**config.mk**
```make
export PLATFORM = sky130hd
export DESIGN_NAME = usbf_tx_sched
export DESIGN_NICKNAME = d
export VERILOG_FILES = /design/src/rtl/usbf_tx_sched.sv
export SDC_FILE = /design/constraint.sdc
export NUM_CORES = 1
export LEC_CHECK = 0
export CAP_MARGIN = 20
export CORE_AREA = 3 3 69 71
export CTS_CLUSTER_DIAMETER = 100
export CTS_CLUSTER_SIZE = 20
export DETAILED_ROUTE_END_ITERATION = 12
export DIE_AREA = 0 0 72 74
export GPL_TIMING_DRIVEN = 1
export PLACE_DENSITY = 0.78
export SLEW_MARGIN = 20
export SYNTH_ARGS = -nofsm -noshare
export SYNTH_HDL_FRONTEND = slang
export SYNTH_SLANG_ARGS = --single-unit
```
**constraint.sdc**
```tcl
create_clock -name clk -period 3.2 [get_ports clk]
set_input_delay 0.32 -clock clk [delete_from_list [all_inputs] [get_ports clk]]
set_output_delay 0.32 -clock clk [all_outputs]
set_load 0.05 [all_outputs]
```
**src/rtl/usbf_tx_sched.sv**
```systemverilog
// usbf_tx_sched: transmit scheduler for the USB function packet assembler.
// Arbitrates handshake and data-packet requests, drives the assembler strobes,
// counts payload bytes, detects packet end on the UTMI side, inserts an
// inter-packet gap and aborts the packet when tx_ready stays low too long.
//
// Ports:
//   clk, rst                    clock, asynchronous active-low reset
//   i_hs_req/i_hs_pid           handshake request (ACK/NAK/STALL/NYET)
//   o_hs_ack                    handshake accepted (pulse)
//   i_dat_req/i_dat_pid/i_dat_len  data-packet request, PID and byte length
//   o_dat_ack                   data request accepted (pulse)
//   o_pkt_done / o_tx_err       packet sent / watchdog abort (pulses)
//   o_busy                      high whenever not idle
//   o_send_token/o_token_pid_sel   handshake strobe and PID to the assembler
//   o_send_data/o_data_pid_sel/o_send_zero_length  payload level, PID, ZLP flag
//   i_rd_next                   one pulse per payload byte consumed
//   i_tx_ready, i_tx_valid      UTMI handshake signals
module usbf_tx_sched #(
    parameter int unsigned IPG_CYCLES = 4,
    parameter int unsigned LEN_W      = 11,
    parameter int unsigned TO_CYCLES  = 255
) (
    input  logic             clk,
    input  logic             rst,
    input  logic             i_hs_req,
    input  logic [1:0]       i_hs_pid,
    output logic             o_hs_ack,
    input  logic             i_dat_req,
    input  logic [1:0]       i_dat_pid,
    input  logic [LEN_W-1:0] i_dat_len,
    output logic             o_dat_ack,
    output logic             o_pkt_done,
    output logic             o_tx_err,
    output logic             o_busy,
    output logic             o_send_token,
    output logic [1:0]       o_token_pid_sel,
    output logic             o_send_data,
    output logic [1:0]       o_data_pid_sel,
    output logic             o_send_zero_length,
    input  logic             i_rd_next,
    input  logic             i_tx_ready,
    input  logic             i_tx_valid
);

    localparam int unsigned CNT_W = 8;

    localparam logic [2:0] S_IDLE   = 3'd0;
    localparam logic [2:0] S_HS     = 3'd1;
    localparam logic [2:0] S_DPRE   = 3'd2;
    localparam logic [2:0] S_DATA   = 3'd3;
    localparam logic [2:0] S_DFLUSH = 3'd4;
    localparam logic [2:0] S_GAP    = 3'd5;

    logic [2:0]       r_state;
    logic [LEN_W-1:0] r_cnt;
    logic [CNT_W-1:0] r_wdog;
    logic [CNT_W-1:0] r_gap;
    logic             r_txv_d;

    logic [2:0]       w_state_nxt;
    logic [LEN_W-1:0] w_cnt_nxt;
    logic [CNT_W-1:0] w_wdog_nxt;
    logic [CNT_W-1:0] w_gap_nxt;
    logic             w_hs_ack;
    logic             w_dat_ack;
    logic             w_pkt_done;
    logic             w_tx_err;
    logic             w_send_token;
    logic [1:0]       w_token_pid;
    logic             w_send_data;
    logic [1:0]       w_data_pid;
    logic             w_szl;
    logic             w_wd_run;
    logic             w_wd_expire;

    // Next-state and next-output logic
    always_comb begin
        w_state_nxt  = r_state;
        w_cnt_nxt    = r_cnt;
        w_gap_nxt    = r_gap;
        w_hs_ack     = 1'b0;
        w_dat_ack    = 1'b0;
        w_pkt_done   = 1'b0;
        w_tx_err     = 1'b0;
        w_send_token = 1'b0;
        w_token_pid  = o_token_pid_sel;
        w_send_data  = o_send_data;
        w_data_pid   = o_data_pid_sel;
        w_szl        = o_send_zero_length;

        // Watchdog only runs in transmit states; it sits at 0 elsewhere, which
        // gives the clear-on-entry behaviour for HS and DATA for free.
        w_wd_run    = (r_state == S_HS) || (r_state == S_DATA) || (r_state == S_DFLUSH);
        w_wd_expire = w_wd_run && !i_tx_ready && (r_wdog == CNT_W'(TO_CYCLES - 1));
        if (!w_wd_run || i_tx_ready) begin
            w_wdog_nxt = '0;
        end else begin
            w_wdog_nxt = r_wdog + CNT_W'(1);
        end

        case (r_state)
            S_IDLE: begin
                if (i_hs_req) begin
                    w_hs_ack     = 1'b1;
                    w_send_token = 1'b1;
                    w_token_pid  = i_hs_pid;
                    w_state_nxt  = S_HS;
                end else if (i_dat_req) begin
                    w_dat_ack   = 1'b1;
                    w_data_pid  = i_dat_pid;
                    w_cnt_nxt   = i_dat_len;
                    w_szl       = (i_dat_len == '0);
                    w_state_nxt = S_DPRE;
                end
            end
            S_HS: begin
                if (w_wd_expire) begin
                    w_tx_err    = 1'b1;
                    w_state_nxt = S_GAP;
                end else if (i_tx_ready) begin
                    w_pkt_done  = 1'b1;
                    w_state_nxt = S_GAP;
                end
            end
            // One spacer cycle so the assembler sees send_zero_length first
            S_DPRE: begin
                w_send_data = 1'b1;
                w_state_nxt = S_DATA;
            end
            S_DATA: begin
                if (w_wd_expire) begin
                    w_tx_err    = 1'b1;
                    w_send_data = 1'b0;
                    w_szl       = 1'b0;
                    w_state_nxt = S_GAP;
                end else if ((r_cnt == '0) || (i_rd_next && (r_cnt == LEN_W'(1)))) begin
                    w_cnt_nxt   = '0;
                    w_send_data = 1'b0;
                    w_szl       = 1'b0;
                    w_wdog_nxt  = '0;
                    w_state_nxt = S_DFLUSH;
                end else if (i_rd_next) begin
                    w_cnt_nxt = r_cnt - LEN_W'(1);
                end
            end
            // Wait for tx_valid to fall after the CRC bytes
            S_DFLUSH: begin
                if (w_wd_expire) begin
                    w_tx_err    = 1'b1;
                    w_state_nxt = S_GAP;
                end else if (r_txv_d && !i_tx_valid) begin
                    w_pkt_done  = 1'b1;
                    w_state_nxt = S_GAP;
                end
            end
            S_GAP: begin
                if (r_gap == CNT_W'(IPG_CYCLES - 1)) begin
                    w_gap_nxt   = '0;
                    w_state_nxt = S_IDLE;
                end else begin
                    w_gap_nxt = r_gap + CNT_W'(1);
                end
            end
            default: begin
                w_state_nxt = S_IDLE;
            end
        endcase
    end

    // State, counters and registered outputs
    always_ff @(posedge clk or negedge rst) begin
        if (!rst) begin
            r_state            <= S_IDLE;
            r_cnt              <= '0;
            r_wdog             <= '0;
            r_gap              <= '0;
            r_txv_d            <= 1'b0;
            o_hs_ack           <= 1'b0;
            o_dat_ack          <= 1'b0;
            o_pkt_done         <= 1'b0;
            o_tx_err           <= 1'b0;
            o_busy             <= 1'b0;
            o_send_token       <= 1'b0;
            o_token_pid_sel    <= '0;
            o_send_data        <= 1'b0;
            o_data_pid_sel     <= '0;
            o_send_zero_length <= 1'b0;
        end else begin
            r_state            <= w_state_nxt;
            r_cnt              <= w_cnt_nxt;
            r_wdog             <= w_wdog_nxt;
            r_gap              <= w_gap_nxt;
            r_txv_d            <= i_tx_valid;
            o_hs_ack           <= w_hs_ack;
            o_dat_ack          <= w_dat_ack;
            o_pkt_done         <= w_pkt_done;
            o_tx_err           <= w_tx_err;
            o_busy             <= (w_state_nxt != S_IDLE);
            o_send_token       <= w_send_token;
            o_token_pid_sel    <= w_token_pid;
            o_send_data        <= w_send_data;
            o_data_pid_sel     <= w_data_pid;
            o_send_zero_length <= w_szl;
        end
    end

endmodule

```
==> After elaboration in Yosys (flattened, before gate mapping) <==
Index checks and enable logic that the tools add are counted.
W data, S select, Z words.
{ "op_classes": {"n_bitwise": 1, "n_eq_ne": 13, "n_reduce_logical": 23, "n_mux": 39, "add_sub_neg": 3} }
{ "op_table": {"columns": ["op", "n"], "rows": [
  ["$mux W11", 5],
  ["$mux W8", 5],
  ["$mux W3", 9],
  ["$logic_not A11 Y1", 2],
  ["$pmux W11 S2", 1],
  ["$pmux W3 S6", 1],
  ["$add A8 B1 Y8 const B", 2],
  ["$mux W1", 15],
  ["$eq A11 B1 Y1 const B", 1],
  ["$sub A11 B1 Y11 const B", 1],
  ["$eq A8 B2 Y1 const B", 1],
  ["$eq A8 B8 Y1 const B", 1],
  ["$eq A3 B2 Y1 const B", 2],
  ["$eq A3 B3 Y1 const B", 2],
  ["$ne A2 B2 Y1 const B", 3],
  ["$ne A3 B2 Y1 const B", 2],
  ["$pmux W1 S2", 3],
  ["$reduce_and A5 Y1", 1],
  ["$logic_and A1 B1 Y1", 4],
  ["$logic_or A1 B1 Y1", 4],
  ["$reduce_and A2 Y1", 2],
  ["$reduce_and A4 Y1", 1],
  ["$reduce_bool A2 Y1", 2],
  ["$eq A3 B1 Y1 const B", 1],
  ["6 further kinds", 8]
]} }
{ "word_totals": {"out_inout_bits": 12, "in_bits": 22, "word_cells": 93, "ff_bits": 42} }

==> Longest topological paths before layout <==
{ "depth": {"ltp_word": 9, "mapped_depth": 8, "depth_no_buf": 8} }

==> Worst setup path after synthesis <==
No wires, ideal clock.
{ "synth_path": {"path_kind": "register -> register", "from": "reg r_cnt[2]", "to": "reg o_busy", "arrival_ns": 2.227, "period_less_slack_ns": 2.365, "setup_time_ns": 0.138, "required_time_ns": 3.062, "stages_incl_launch_ff": 6, "setup_slack_ns": 0.835, "n_path_buf": 0, "path_cell_list": "dfrtp_1 or3_4 o41ai_4 nor2_2 or3_4 or4b_1"} }
{ "synth_between": {"elab_chain_cells": 7, "word_cells_on_any_way": 8, "classes_between": "1 x eq/ne; 3 x mux; 4 x reduce/logical"} }
{ "synth_rtl": {"columns": ["element", "line", "rtl"], "rows": [
  ["start, declared", "55", "logic [LEN_W-1:0] r_cnt;"],
  ["start signal, assigned", "190", "r_cnt <= w_cnt_nxt;"],
  ["$eq A11 B1 Y1", "136", "end else if ((r_cnt == '0) || (i_rd_next && (r_cnt == LEN_W'(1)))) begin"],
  ["$logic_and A1 B1 Y1", "136", null],
  ["$logic_or A1 B1 Y1 (*)", "136", null],
  ["$mux W3 (*)", "136", null],
  ["$mux W3 (*)", "131", "if (w_wd_expire) begin"],
  ["$pmux W3 S6 (*)", "101", "case (r_state)"],
  ["via w_state_nxt[1]", "60", "logic [2:0] w_state_nxt;"],
  ["$reduce_bool A3 Y1 (*)", "198", "o_busy <= (w_state_nxt != S_IDLE);"],
  ["end signal, assigned", "198", null],
  ["end, declared", "34", "output logic o_busy,"]
]} }
The timed path passes the listed nets; every way through them passes the cells marked *.
A chain may end at the register's enable or synchronous reset.

==> Final worst setup path <==
{ "layout_path": {"from": "reg r_state[1]", "to": "reg r_cnt[0]"} }
{ "layout_between": {"elab_chain_cells": 7, "word_cells_on_any_way": 15, "classes_between": "7 x eq/ne; 1 x mux; 7 x reduce/logical"} }
{ "layout_rtl": {"columns": ["element", "line", "rtl"], "rows": [
  ["start, declared", "54", "logic [2:0] r_state;"],
  ["start signal, assigned", "189", "r_state <= w_state_nxt;"],
  ["$eq A3 B1 Y1 / $eq A3 B2 Y1 (equally long branches)", "93, 101", null],
  ["$logic_or A1 B1 Y1 (2 in series)", "93", "w_wd_run = (r_state == S_HS) || (r_state == S_DATA) || (r_state == S_DFLUSH);"],
  ["$logic_and A1 B1 Y1 (2 in series)", "94", "w_wd_expire = w_wd_run && !i_tx_ready && (r_wdog == CNT_W'(TO_CYCLES - 1));"],
  ["$ne A2 B2 Y1 (no source line)", null, null],
  ["$reduce_and A5 Y1 (no source line)", null, null]
]} }
Several ways; a longest one is shown, not always the timed one.

==> flow_metrics.py <==
metrics = {
    "outcome": {
        "status": "complete, no violations",
    },
    "timing": {
        "hold_viol": 0,
        "finalCritPeriodShare_pct": 77.72,
        "finalSetupTns_ps": 0,
        "worst_slew_pin_slew_ps": 936.0,
        "relSlewSlack_pct": 37.60,
        "rsz0062_at_grt": "false",
        "max_freq_ghz": 0.4021,
        "period_needed_ps": 2487,
        "clock_skew_ps": 14.84,
        "drv_slew": 0,
        "report.final.setup_viol": 0,
    },
    "clocking": {
        "cts-buffers-inserted": 5,
        "clkTransAtPathRegs_ps": 90,
        "h-tree-depth": 2,
        "ctsRootBufferMaster": "clkbuf_8",
        "cts_resized": 0,
        "cts_sinks": 42,
        "ctsHoldBuffers": 0,
        "post_cts_buffers": 0,
        "insertion_delay_ps": 310,
        "cts_tree": "built",
        "cts_buffer_depth": 2,
    },
    "synthesis": {
        "synth_area_leaders": "dfrtp_1 (46%), o21ai_0 (6.4%), ha_1 (3.3%)",
        "netlist.top_cell.by_area": "dfrtp_1",
        "syn-num-nets": 253,
        "syn_area_um2": 2263,
        "syn-instance-count": 225,
        "synth_seq_area_share_pct": 46.43,
        "synth-edff-count": 0,
        "ys_warn_count": 0,
        "synth_top_area_share_pct": 46.43,
        "ys.flop_type": "dfrtp_1",
        "synth-seq-cells": 42,
        "async_reset_ff_share_pct": 100.0,
        "avgSynthCellArea_um2": 10.06,
        "synth_cell_types": 52,
    },
    "route": {
        "wl_met1_mm": 2.200,
        "wl_per_cell_um": 15.24,
        "drt-total-wl_mm": 4.755,
        "top_layer_used": "met4",
        "via_per_inst": 5.894,
        "drcViolationCount": 0,
        "wl_met3_um": 207,
        "detail-route-antenna-nets": 0,
        "drt_iter0_markers": 212,
        "vias": 1839,
        "dr.pass1.iters": 5,
        "wl_met2_mm": 2.253,
    },
    "hold_path": {
        "hp-class": "input pin to asynchronous set/reset pin",
    },
    "setup_path": {
        "reg2reg_from": "r_state[1]",
        "worstPathMaxFanout": 19,
        "timing_worst_setup_path_type": "flip-flop to flip-flop",
        "start_kind": "flip-flop",
        "cpPeakStageDelay_ps": 600,
        "cp_slowest_cell": "or4b_1",
        "crit_start": "r_state[1]",
        "worstPathCellList": "or4b_1 -> a21oi_1 -> nand3_1 -> a221oi_1 -> a21oi_1",
        "required_ps": 3370,
        "cp_data_arrival_time_ps": 2660,
        "endpoint_kind": "flip-flop",
        "crit_path_frequent_cell": "a21oi_1",
    },
    "finish": {
        "drive_gt1_share_pct": 12.69,
        "synthToLayoutAreaGrowth_pct": 19.35,
        "fill_cells": 353,
        "fin_util_pct": 62.91,
        "antenna_cells": 0,
        "final_nets": 287,
    },
    "run": {
        "maxCapViolations": 0,
    },
    "power_and_ir_drop": {
        "leakage_nw": 1.131,
        "power_density_nw_per_um2": 782.3,
        "peakVddDrop_mv": 0.5216,
    },
    "floorplanning": {
        "die_h_um": 74,
        "initial_utilization_pct": 52.71,
        "die_w_um": 72,
        "die_area_um2": 5328,
        "ios": 34,
        "core_area_um2": 4294,
        "core.rowCount": 24,
    },
    "grt": {
        "grt_use_total_pct": 20.07,
        "grt_first_pass_wirelength_mm": 8.231,
        "antenna_found_initial": 0,
        "grt_pass1_vias": 1737,
        "grt_max_degree": 43,
        "grt_overflow": 0,
    },
    "placement": {
        "portBuffers": 33,
        "hpwl_mm": 3.415,
        "place.gp.congestion": 0.8607,
    },
}
==> cells in the final DEF, fill, tap and decap left out, types with 2 or more instances in the layout <==
cell type	count
buf_4	2
nand4_1	6
nor2_1	19
clkbuf_8	5
a21oi_1	12
nor2_2	2
nand3b_1	2
or4b_1	3
and3_1	3
a31oi_1	3
nand3_1	4
a22oi_1	3
mux2_2	4
nor4_1	2
dfrtp_1	42
o21ai_0	29
xor2_1	5
inv_1	7
xnor2_1	4
nor3_1	6
or3_4	3
or3_1	3
clkdlybuf4s50_1	32
and2b_2	2
nand2b_1	3
ha_1	6
nand2_1	13
nor4b_1	2
a32oi_1	6
==> flip-flops by register name, summed over array words and instances (netlist names) <==
name,flops
o_pkt_done,1
r_state,3
r_gap,8
o_send_token,1
r_txv_d,1
o_token_pid_sel,2
o_dat_ack,1
o_busy,1
o_data_pid_sel,2
r_cnt,11
o_tx_err,1
o_send_data,1
r_wdog,8
o_send_zero_length,1
==> cells in the mapped netlist (2+ instances only) <==
cell type	instances
dfrtp_1	42
o21ai_0	29
nor2_1	19
nand2_1	13
a21oi_1	12
inv_1	7
a32oi_1	6
ha_1	6
nand4_1	6
nor3_1	6
xor2_1	5
clkbuf_1	4
mux2_2	4
nand3_1	4
xnor2_1	4
a22oi_1	3
a31oi_1	3
and3_1	3
nand2b_1	3
or3_1	3
or3_4	3
or4b_1	3
and2b_2	2
buf_4	2
clkbuf_8	2
nand3b_1	2
nor2_2	2
nor4_1	2
nor4b_1	2
==> worst paths after layout <==
| check | end | slack (ps) | depth (start not counted) |
|---|---|---|---|
| max | r_cnt[0] | 710 | 5 |
| min | r_cnt[0] | 140 | 1 |
| max reg2reg | r_cnt[0] | 710 | 5 |
| min reg2reg | r_gap[5] | 490 | 1 |
| max in group asynchronous | o_send_token | 2460 | 1 |
| min in group clk | r_txv_d | 470 | 1 |
==> logic make-up after synthesis <==
group,synth area share (%)
AND/OR/NAND/NOR,22.39
AO/OA/AOI/OAI,18.68
XOR/XNOR,3.482
multiplexers,1.990
adder cells (fa/ha/maj),3.317
flip-flops,46.43
buffers and inverters,3.704
==> worst max-delay path, delay by kind of cell (launching register included) <==
family | cells | cell delay [ps]
DFF | 1 | 500
AOI/OAI and AO/OA | 3 | 760
and+or+nand+nor | 2 | 1090
==> cell type report <==
type	count	area, um2	share of cell area, %
clock buffer	5	68.82	2.547
clock inverter	3	21.27	0.7874
inverter	7	26.28	0.9727
sequential	42	1051	38.91
multi-input combinational	168	1129	41.78
tap	52	65.06	2.409
timing repair buffer	35	340.3	12.60
==> per-layer routing <==
layer	global-route usage, %	up-vias
li1	-	900
met1	28.29	884
met2	29.49	46
met3	4.189	9
met4	10.02	0
met5	0	-
==> per-stage QoR <==
step | hold WS (ps) | total power (W) | cells | setup WS, ps | area (um2)
CTS | 180.9 | 0.002117 | 312 | 743.5 | 2701
global route | 211.3 | 0.002273 | 312 | 465.9 | 2701
detailed placement | 479.6 | 0.001768 | 304 | 579.5 | 2611
global placement | 477.8 | 0.001748 | 304 | 562.6 | 2611
floorplan | 24.41 | 0.001526 | 225 | 834.9 | 2263
finish | 141.3 | 0.002113 | 312 | 712.8 | 2701
==> power by group <==
group	switching (W)	internal [W]	total [W]
sequential	0.000148	0.000678	0.000826
combinational	0.000573	0.000364	0.000937
clock	0.000197	0.000153	0.000351
total	0.000918	0.00119	0.00211
Note: power is estimated with default switching activity, not from simulation.
